==> src/rtl/ppu_counter_pkg.sv <==
// Shared widths and axis payload type for the PPU raster/scroll counter.
package ppu_counter_pkg;

  localparam int unsigned COARSE_W_DEF = 9;
  localparam int unsigned FINE_W_DEF   = 3;

  typedef struct packed {
    logic [COARSE_W_DEF-1:0] coarse;
    logic [FINE_W_DEF-1:0]   fine;
  } axis_state_t;

endpackage

==> src/rtl/ppu_axis_counter.sv <==
// One raster axis: stored terminal coarse value, {coarse, fine} counter and
// registered wrap pulse. The wrap target comes from the parent (skip support).
module ppu_axis_counter
  import ppu_counter_pkg::*;
#(
  parameter  int unsigned COARSE_W = COARSE_W_DEF,
  parameter  int unsigned FINE_W   = FINE_W_DEF,
  localparam int unsigned AW       = COARSE_W + FINE_W
) (
  input  logic                CLK,
  input  logic                RESET,
  input  logic                load,
  input  logic                en,
  input  logic [COARSE_W-1:0] init,
  input  logic [COARSE_W-1:0] max,
  input  logic [AW-1:0]       wrap_val,
  output logic [AW-1:0]       counter,
  output logic                wrap,
  output logic                at_term_c
);

  logic [COARSE_W-1:0] max_q;

  // Full-scale check catches counters loaded above the programmed terminal.
  assign at_term_c = (counter == {max_q, {FINE_W{1'b1}}}) || (&counter);

  always_ff @(posedge CLK or posedge RESET) begin
    if (RESET) begin
      counter <= '0;
      max_q   <= '1;
      wrap    <= 1'b0;
    end else if (load) begin
      counter <= {init, FINE_W'(0)};
      max_q   <= max;
      wrap    <= 1'b0;
    end else if (en && at_term_c) begin
      counter <= wrap_val;
      wrap    <= 1'b1;
    end else if (en) begin
      counter <= counter + AW'(1);
      wrap    <= 1'b0;
    end else begin
      wrap    <= 1'b0;
    end
  end

endmodule

==> src/rtl/ppu_raster_counter.sv <==
// Two-axis raster counter: X every cycle, Y once per X wrap, with line/frame
// strobes. Define PPU_COUNTER_SKIP_EN for frame parity and odd-frame dot skip.
module ppu_raster_counter
  import ppu_counter_pkg::*;
#(
  parameter  int unsigned COARSE_W = COARSE_W_DEF,
  parameter  int unsigned FINE_W   = FINE_W_DEF,
  localparam int unsigned AW       = COARSE_W + FINE_W
) (
  input  logic                CLK,
  input  logic                RESET,
  input  logic                load,
  input  logic                halt,
  input  logic [COARSE_W-1:0] init_x,
  input  logic [COARSE_W-1:0] init_y,
  input  logic [COARSE_W-1:0] max_x,
  input  logic [COARSE_W-1:0] max_y,
  output logic [AW-1:0]       counter_x,
  output logic [AW-1:0]       counter_y,
  output logic                wrap_x,
  output logic                wrap_y,
  output logic                frame_odd
);

  logic          x_term_c;
  logic          y_term_c;
  logic          en_x_c;
  logic          en_y_c;
  logic [AW-1:0] x_wrap_val_c;

  assign en_x_c = ~halt;
  assign en_y_c = ~halt & x_term_c;

`ifdef PPU_COUNTER_SKIP_EN
  logic frame_wrap_c;
  logic frame_odd_q;

  assign frame_wrap_c = ~load & en_y_c & y_term_c;

  always_ff @(posedge CLK or posedge RESET) begin
    if (RESET) begin
      frame_odd_q <= 1'b0;
    end else if (frame_wrap_c) begin
      frame_odd_q <= ~frame_odd_q;
    end
  end

  // Entering an odd frame starts the line at dot 1.
  assign x_wrap_val_c = (frame_wrap_c && !frame_odd_q) ? AW'(1) : AW'(0);
  assign frame_odd    = frame_odd_q;
`else
  logic unused_y_term;

  assign unused_y_term = y_term_c;
  assign x_wrap_val_c  = AW'(0);
  assign frame_odd     = 1'b0;
`endif

  ppu_axis_counter #(
    .COARSE_W (COARSE_W),
    .FINE_W   (FINE_W)
  ) u_axis_x (
    .CLK       (CLK),
    .RESET     (RESET),
    .load      (load),
    .en        (en_x_c),
    .init      (init_x),
    .max       (max_x),
    .wrap_val  (x_wrap_val_c),
    .counter   (counter_x),
    .wrap      (wrap_x),
    .at_term_c (x_term_c)
  );

  ppu_axis_counter #(
    .COARSE_W (COARSE_W),
    .FINE_W   (FINE_W)
  ) u_axis_y (
    .CLK       (CLK),
    .RESET     (RESET),
    .load      (load),
    .en        (en_y_c),
    .init      (init_y),
    .max       (max_y),
    .wrap_val  (AW'(0)),
    .counter   (counter_y),
    .wrap      (wrap_y),
    .at_term_c (y_term_c)
  );

endmodule

==> config.mk <==
export PLATFORM = sky130hd
export DESIGN_NAME = ppu_raster_counter
export DESIGN_NICKNAME = d
export VERILOG_FILES = /design/src/rtl/ppu_counter_pkg.sv /design/src/rtl/ppu_axis_counter.sv /design/src/rtl/ppu_raster_counter.sv
export SDC_FILE = /design/constraint.sdc
export NUM_CORES = 1
export LEC_CHECK = 0
export BUFFER_PORTS_ARGS = -buffer_cell sky130_fd_sc_hd__buf_2
export CAP_MARGIN = 20
export CORE_ASPECT_RATIO = 1.4
export CORE_MARGIN = 5
export CORE_UTILIZATION = 50
export CTS_CLUSTER_SIZE = 12
export DETAILED_ROUTE_END_ITERATION = 10
export GPL_TIMING_DRIVEN = 0
export PLACE_DENSITY = 0.73
export SLEW_MARGIN = 20
export SYNTH_ARGS = -nofsm -noshare
export SYNTH_HDL_FRONTEND = slang
export SYNTH_SLANG_ARGS = --single-unit
==> constraint.sdc <==
create_clock -name CLK -period 2.8 [get_ports CLK]
set_input_delay 0.42 -clock CLK [delete_from_list [all_inputs] [get_ports CLK]]
set_output_delay 0.42 -clock CLK [all_outputs]
set_load 0.05 [all_outputs]
### Yosys cells after proc, flatten, opt, wreduce, memory -nomap -nowiden

Index checks and enable logic that the tools add are counted.

* multiplexer cells: 10
* bitwise gates (word level): 2
* eq/ne operators: 3
* reduce and logical (&&, ||, !) cells: 7
* $add $sub $neg: 2

Operators with widths (number)
* 2-to-1 mux 12 bit: 6
* adder 12 x 1 -> 12 bit (second input constant): 2
* equality test 12 bit: 2
* AND reduction 12 bit: 2
* 2-to-1 mux 1 bit: 4
* inequality test 3 x 2 -> 1 bit (second input constant): 1
* nonzero test 3 bit: 1
* logical AND 1 bit: 2
* logical OR 1 bit: 2
* bitwise AND 1 bit: 1
* inverter 1 bit: 1

* input port bits: 40
* output and inout port bits: 27
* word-level logic and storage cells: 30
* register bits after elaboration: 44

### Logic depth before layout (Yosys ltp)

* word-level depth: 6
* depth in mapped cells: 9
* depth with buffers taken out: 7

### By module

A second synthesis with hierarchy kept.

* cell total of the unflattened synthesis: 298
* area total of the unflattened synthesis: 2801.4 µm²

Modules (own cells, without submodules)
* ppu_axis_counter: seq. area each 561.8 µm², area an instance 1390.1 µm², cells each 147, times used 2
* ppu_raster_counter: seq. area each 0.0 µm², area an instance 21.3 µm², cells each 4, times used 1

### Worst setup path before layout

Ideal clock, no wire load.

* path kind: flip-flop to flip-flop
* from: reg u_axis_y.counter[0]
* to: reg u_axis_y.counter[3]
* required time: 2699 ps
* period minus slack after synthesis: 2335 ps
* data arrival time: 2233 ps
* path buffers: 1
* slack: 465 ps
* cell stages (with the launch flop): 9
* library setup time: 101 ps
* path through: dfrtp_1 -> ha_1 -> and3_4 -> and2_4 -> and3_4 -> buf_6 -> or3_1 -> o2bb2a_2 -> o311ai_2

* word-level cells in the longest chain between the ends: 5
* elaborated cells between the ends (all ways): 9
* classes of those cells: 1 x add/sub; 1 x eq/ne; 3 x mux; 4 x reduce/logical

RTL lines
* start: declaration: line ppu_axis_counter.sv:17 `output logic [AW-1:0] counter,`
* start signal: assignment: line ppu_axis_counter.sv:33 `counter <= {init, FINE_W'(0)};`
* start signal: assignment: line ppu_axis_counter.sv:37 `counter <= wrap_val;`
* start signal: assignment: line ppu_axis_counter.sv:40 `counter <= counter + AW'(1);`
* parallel branches: the longest is 5 deep, another holds adder 12 x 1 -> 12 bit

Parallel ways; which one is timed is not known. The select of a mux whose other input is x is not followed.
A chain may end at the register's enable or synchronous reset.

### Worst setup path in the final report

* from: reg u_axis_x.counter[0]
* to: reg u_axis_y.counter[5]

* word-level cells in the longest chain between the ends: 6
* elaborated cells between the ends (all ways): 8
* classes of those cells: 1 x eq/ne; 2 x mux; 1 x bitwise; 4 x reduce/logical

RTL lines
* start: declaration: line ppu_axis_counter.sv:17
* start signal: assignment: line ppu_axis_counter.sv:33
* start signal: assignment: line ppu_axis_counter.sv:37
* start signal: assignment: line ppu_axis_counter.sv:40
* equality test 12 bit / AND reduction 12 bit (equally long branches): line ppu_axis_counter.sv:25 `assign at_term_c = (counter == {max_q, {FINE_W{1'b1}}}) || (&counter);`
* logical OR 1 bit (*): line ppu_axis_counter.sv:25
* bitwise AND 1 bit (*): line ppu_raster_counter.sv:32 `assign en_y_c = ~halt & x_term_c;`
* logical AND 1 bit: line ppu_axis_counter.sv:36 `end else if (en && at_term_c) begin`
* 2-to-1 mux 12 bit: line ppu_axis_counter.sv:36
* 2-to-1 mux 12 bit: line ppu_axis_counter.sv:32 `end else if (load) begin`

Mark *: on every way between the ends. The rest lies on a longest branch, timed or not.

==> impl_summary.md <==
Placement
At the end of routability-driven placement, the weighted congestion stood at 0.8786. The number of buffers inserted by port buffering is 64. The detailed placement HPWL is 5220 um.

Floorplan
The die outline width is 72.02 um. The count of pins on the block boundary is 67. The vertical die dimension is 96.83 um. The number of rows created at floorplan is 31.

The placeable core area is 5197 sq um. The die covers 6974 sq um. Once the floorplan was initialized, standard cells occupied 51.81% of the core.

Synthesis
The xor/xnor share of the synthesized area is 7.156%. The most used flip-flop cell after synthesis is sky130_fd_sc_hd__dfrtp_1. The number of register bits inferred by synthesis is 44. The proportion of synthesized area in mux cells is 7.528%. The biggest area consumer among synthesized cells is sky130_fd_sc_hd__dfrtp_1. Ranked by total cell area, the synthesized netlist is headed by sky130_fd_sc_hd__dfrtp_1, sky130_fd_sc_hd__dfstp_2, sky130_fd_sc_hd__mux2_2. The share of synthesized cell area in full adder, half adder and majority cells is 0.9294%.

The dominant combinational cell family by area after synthesis is simple AND/OR/NAND/NOR gates. The number of nets produced by synthesis is 305. The synthesized netlist contains 57 unique library cells. For this run, the register share of the synthesized area comes to 41.73%. The synthesized netlist devotes 23.56% of its cell area to simple gates.

The mapped netlist covers 2693 sq um. The post-synthesis instance total is 263. The synthesized design contains 0 enable-type register cells. Yosys printed 0 warnings.

The post-synthesis async set-or-reset flop share is 100.0%. After synthesis, the most frequently instantiated cells are sky130_fd_sc_hd__dfrtp_1, sky130_fd_sc_hd__nand2_1, sky130_fd_sc_hd__nand3_1. The leading cell type by number of instances after synthesis is sky130_fd_sc_hd__dfrtp_1. The top cell type by area accounts for 24.16% of the synthesized area. The share of the synthesized area in compound gates (AO/OA/AOI/OAI) is 15.38%. The average footprint of a synthesized cell is 10.24 sq um.

Layout
The total number of nets in the final design is 377. The antenna diode count is 0. The filler cell count is 491.

The layout overhead on the synthesized area is 19.84%. The fraction of final layout cells sized beyond drive strength 1 is 41.07%.

STA
Setup repair after global routing left no endpoint under its margin. The sum of negative setup slack is 0 ps. Subtracting the final worst setup slack from the clock period gives 2255 ps. The final max-slew violation count is 0. The worst pin sits at a relative slew slack of 50.00%. The hold violation total from the final report is 0. The transition time at the pin with the least slew margin is 743.6 ps. The timing-limited maximum frequency is 0.4435 GHz. The setup-violating endpoint count in the final report is 0. The worst clock skew on the final layout is 9.856 ps. The final cycle utilization of the critical path is 80.53%.

Worst setup path
In this run the critical register-to-register path is launched from u_axis_x.counter[0]. In this run the register-to-register setup slack is 550 ps. The worst reg2reg path depth is 7. The worst register-to-register path ends at u_axis_y.counter[5]. Data on the critical path is required at its endpoint by 2980 ps. The worst-path maximum fanout is 10.

The setup path with the least slack is of type flip-flop to flip-flop. The sort of element at the start of the critical path is a flip-flop. Tracing the worst setup path back leads to its startpoint at u_axis_x.counter[0].

The data arrival time of the worst path is 2440 ps. STA classifies the critical path endpoint as a flip-flop. The worst setup path endpoint is u_axis_y.counter[5].

Clock network
TritonCTS built the clock tree. The clock passes through at most 2 buffers. Buffers inserted during clock tree synthesis total 5. The number of sinks on the clock net is 44. The source-to-sink clock delay at the later pin of the worst-skew pair is 310 ps. The number of post-CTS setup repair buffers is 0. The clock tree synthesis step divided the H-tree into 2 levels.

After clock tree synthesis, the clock-pin slew on the worst setup and hold paths is 90 ps. The quantity of hold-fixing buffers added after cts is 0. Post-CTS repair changed the size of 0 cells. CTS placed an instance of sky130_fd_sc_hd__clkbuf_8 at the clock tree root.

Global route
The number of global-route vias before repair is 2,406. The largest net degree at the start of global routing is 33. The first global-routing pass estimated 11,520 um of wire. The total overflow left after global routing is 0. Global routing consumed, over all layers together, 20.77% of the routing resources.

The initial antenna violation count is 0.

Detailed routing
The number of design-rule violations left by the first detailed-router iteration is 149. Across all layers, the routed design uses 2,336 vias. After detailed routing, the number of vias per cell comes to 5.811. The pre-antenna-repair detailed-routing pass consisted of 4 iterations. The count of nets left with antenna violations once routing finished came out at 0. In the routed design, unresolved DRC markers number 0. The final routed wire length divided by cell count is 17.28 um. The post-detailed-routing wire length is 6947 um.

Pwr
Power spread over the standard cell area amounts to 530.3 nW/um^2. VDD sags by at most 0.3317 mV. The overall power of the completed layout is 0.001711 W. For this design the static power due to leakage is 1.363 nW.

Run
The tool flagged a number of max-cap violations equal to 0.

Outcome
The flow ran to the end, and the final reports show no timing, DRC or antenna violations.

Worst hold path
The worst hold path belongs to the class primary input to async pin.
registers in the layout (all words and copies together) (netlist names):
| signal | flops |
|---|---|
| u_axis_x.wrap | 1 |
| u_axis_y.wrap | 1 |
| u_axis_x.max_q | 9 |
| u_axis_y.counter | 12 |
| u_axis_y.max_q | 9 |
| u_axis_x.counter | 12 |
routing by layer:
layer	GRT usage, %	wire [um]	share of wire (%)	vias to the layer above
li1	-	-	-	1111
met1	24.57	2829	41	1131
met2	36.76	3606	52	81
met3	4.357	377	5.4	13
met4	6.368	133	1.9	0
met5	0	0	0	-
power breakdown:
part / switching, W / internal [W]
combinational: 0.000262 / 0.000158
clock: 0.000235 / 0.000264
sequential: 0.0000800 / 0.000712
total: 0.000578 / 0.00113
critical path: stages (launching register included):
cell and delay, ps:
sky130_fd_sc_hd__dfrtp_1 470, sky130_fd_sc_hd__ha_1 280, sky130_fd_sc_hd__nor2b_1 260, sky130_fd_sc_hd__nand2_1 150, sky130_fd_sc_hd__o31ai_2 360, sky130_fd_sc_hd__nor2_2 200, sky130_fd_sc_hd__o21ai_0 270, sky130_fd_sc_hd__o311ai_2 130
placed cells by master, fill, tap and decap left out, types with 2 or more instances in the layout:
| cell | n |
|---|---|
| sky130_fd_sc_hd__o2bb2a_2 | 2 |
| sky130_fd_sc_hd__a2bb2oi_1 | 2 |
| sky130_fd_sc_hd__a21oi_1 | 8 |
| sky130_fd_sc_hd__o311ai_2 | 6 |
| sky130_fd_sc_hd__ha_1 | 2 |
| sky130_fd_sc_hd__nor3b_1 | 2 |
| sky130_fd_sc_hd__nand3_1 | 21 |
| sky130_fd_sc_hd__o21ai_1 | 4 |
| sky130_fd_sc_hd__o31ai_2 | 2 |
| sky130_fd_sc_hd__o31ai_1 | 3 |
| sky130_fd_sc_hd__nand2_1 | 25 |
| sky130_fd_sc_hd__o211ai_1 | 3 |
| sky130_fd_sc_hd__buf_2 | 66 |
| sky130_fd_sc_hd__and3_1 | 10 |
| sky130_fd_sc_hd__inv_1 | 3 |
| sky130_fd_sc_hd__dfrtp_1 | 26 |
| sky130_fd_sc_hd__buf_6 | 3 |
| sky130_fd_sc_hd__dfstp_2 | 18 |
| sky130_fd_sc_hd__nor3_1 | 5 |
| sky130_fd_sc_hd__nor2_1 | 13 |
| sky130_fd_sc_hd__xnor2_1 | 8 |
| sky130_fd_sc_hd__nor4_1 | 5 |
| sky130_fd_sc_hd__o2111ai_1 | 2 |
| sky130_fd_sc_hd__xor2_1 | 14 |
| sky130_fd_sc_hd__nor4_2 | 3 |
| sky130_fd_sc_hd__clkbuf_1 | 6 |
| sky130_fd_sc_hd__clkbuf_8 | 5 |
| sky130_fd_sc_hd__or4_1 | 2 |
| sky130_fd_sc_hd__and3_4 | 2 |
| sky130_fd_sc_hd__mux2_2 | 18 |
| sky130_fd_sc_hd__a31oi_1 | 4 |
| sky130_fd_sc_hd__nor2b_1 | 3 |
| sky130_fd_sc_hd__o21ai_0 | 6 |
| sky130_fd_sc_hd__nand3b_1 | 4 |
| sky130_fd_sc_hd__buf_1 | 2 |
area by class of cell:
cell class              instances  area [sq um]  area share (%)
inverters                       4         15.01          0.4653
repair buffers                 65         340.3           10.55
plain buffers                  14         81.33           2.520
clock buffers                   5         68.82           2.133
clock inverters                 3         42.54           1.318
flip-flops and latches         44          1124           34.82
well taps                      66         82.58           2.559
multi-input cells             201          1473           45.64
worst min path at each step:
stage	slack (ps)	startpoint	endpoint
finish	50	RESET	u_axis_y.counter[0]
CTS	50	RESET	u_axis_y.counter[5]
global route	60	RESET	u_axis_y.counter[5]
detailed placement	390	RESET	u_axis_y.counter[5]
global placement	530	u_axis_y.counter[0]	u_axis_y.counter[0]
floorplan	540	init_x[0]	u_axis_x.counter[3]
through the flow:
step	worst slack [ps]	util, %	hold WS (ps)	area [sq um]	cells
6_report	545.1	62.08	45.20	3227	402
5_1_grt	446.7	62.08	58.87	3227	402
4_1_cts	570.8	62.08	50.09	3227	402
3_5_place_dp	591.1	59.94	385.3	3115	394
3_3_place_gp	602.7	59.56	530.7	3095	393
2_1_floorplan	465.4	-	539.4	2693	263
kinds of logic (layout without fill, tap and decap cells):
kind of cell | Yosys count | count (layout)
simple gates | 108 | 108
other cells | 1 | 1
mux | 18 | 18
flops | 44 | 44
compound gates | 50 | 50
buf+inv | 18 | 91
xor+xnor | 22 | 22
fa+ha+maj | 2 | 2
Note: power is estimated with default switching activity, not from simulation.
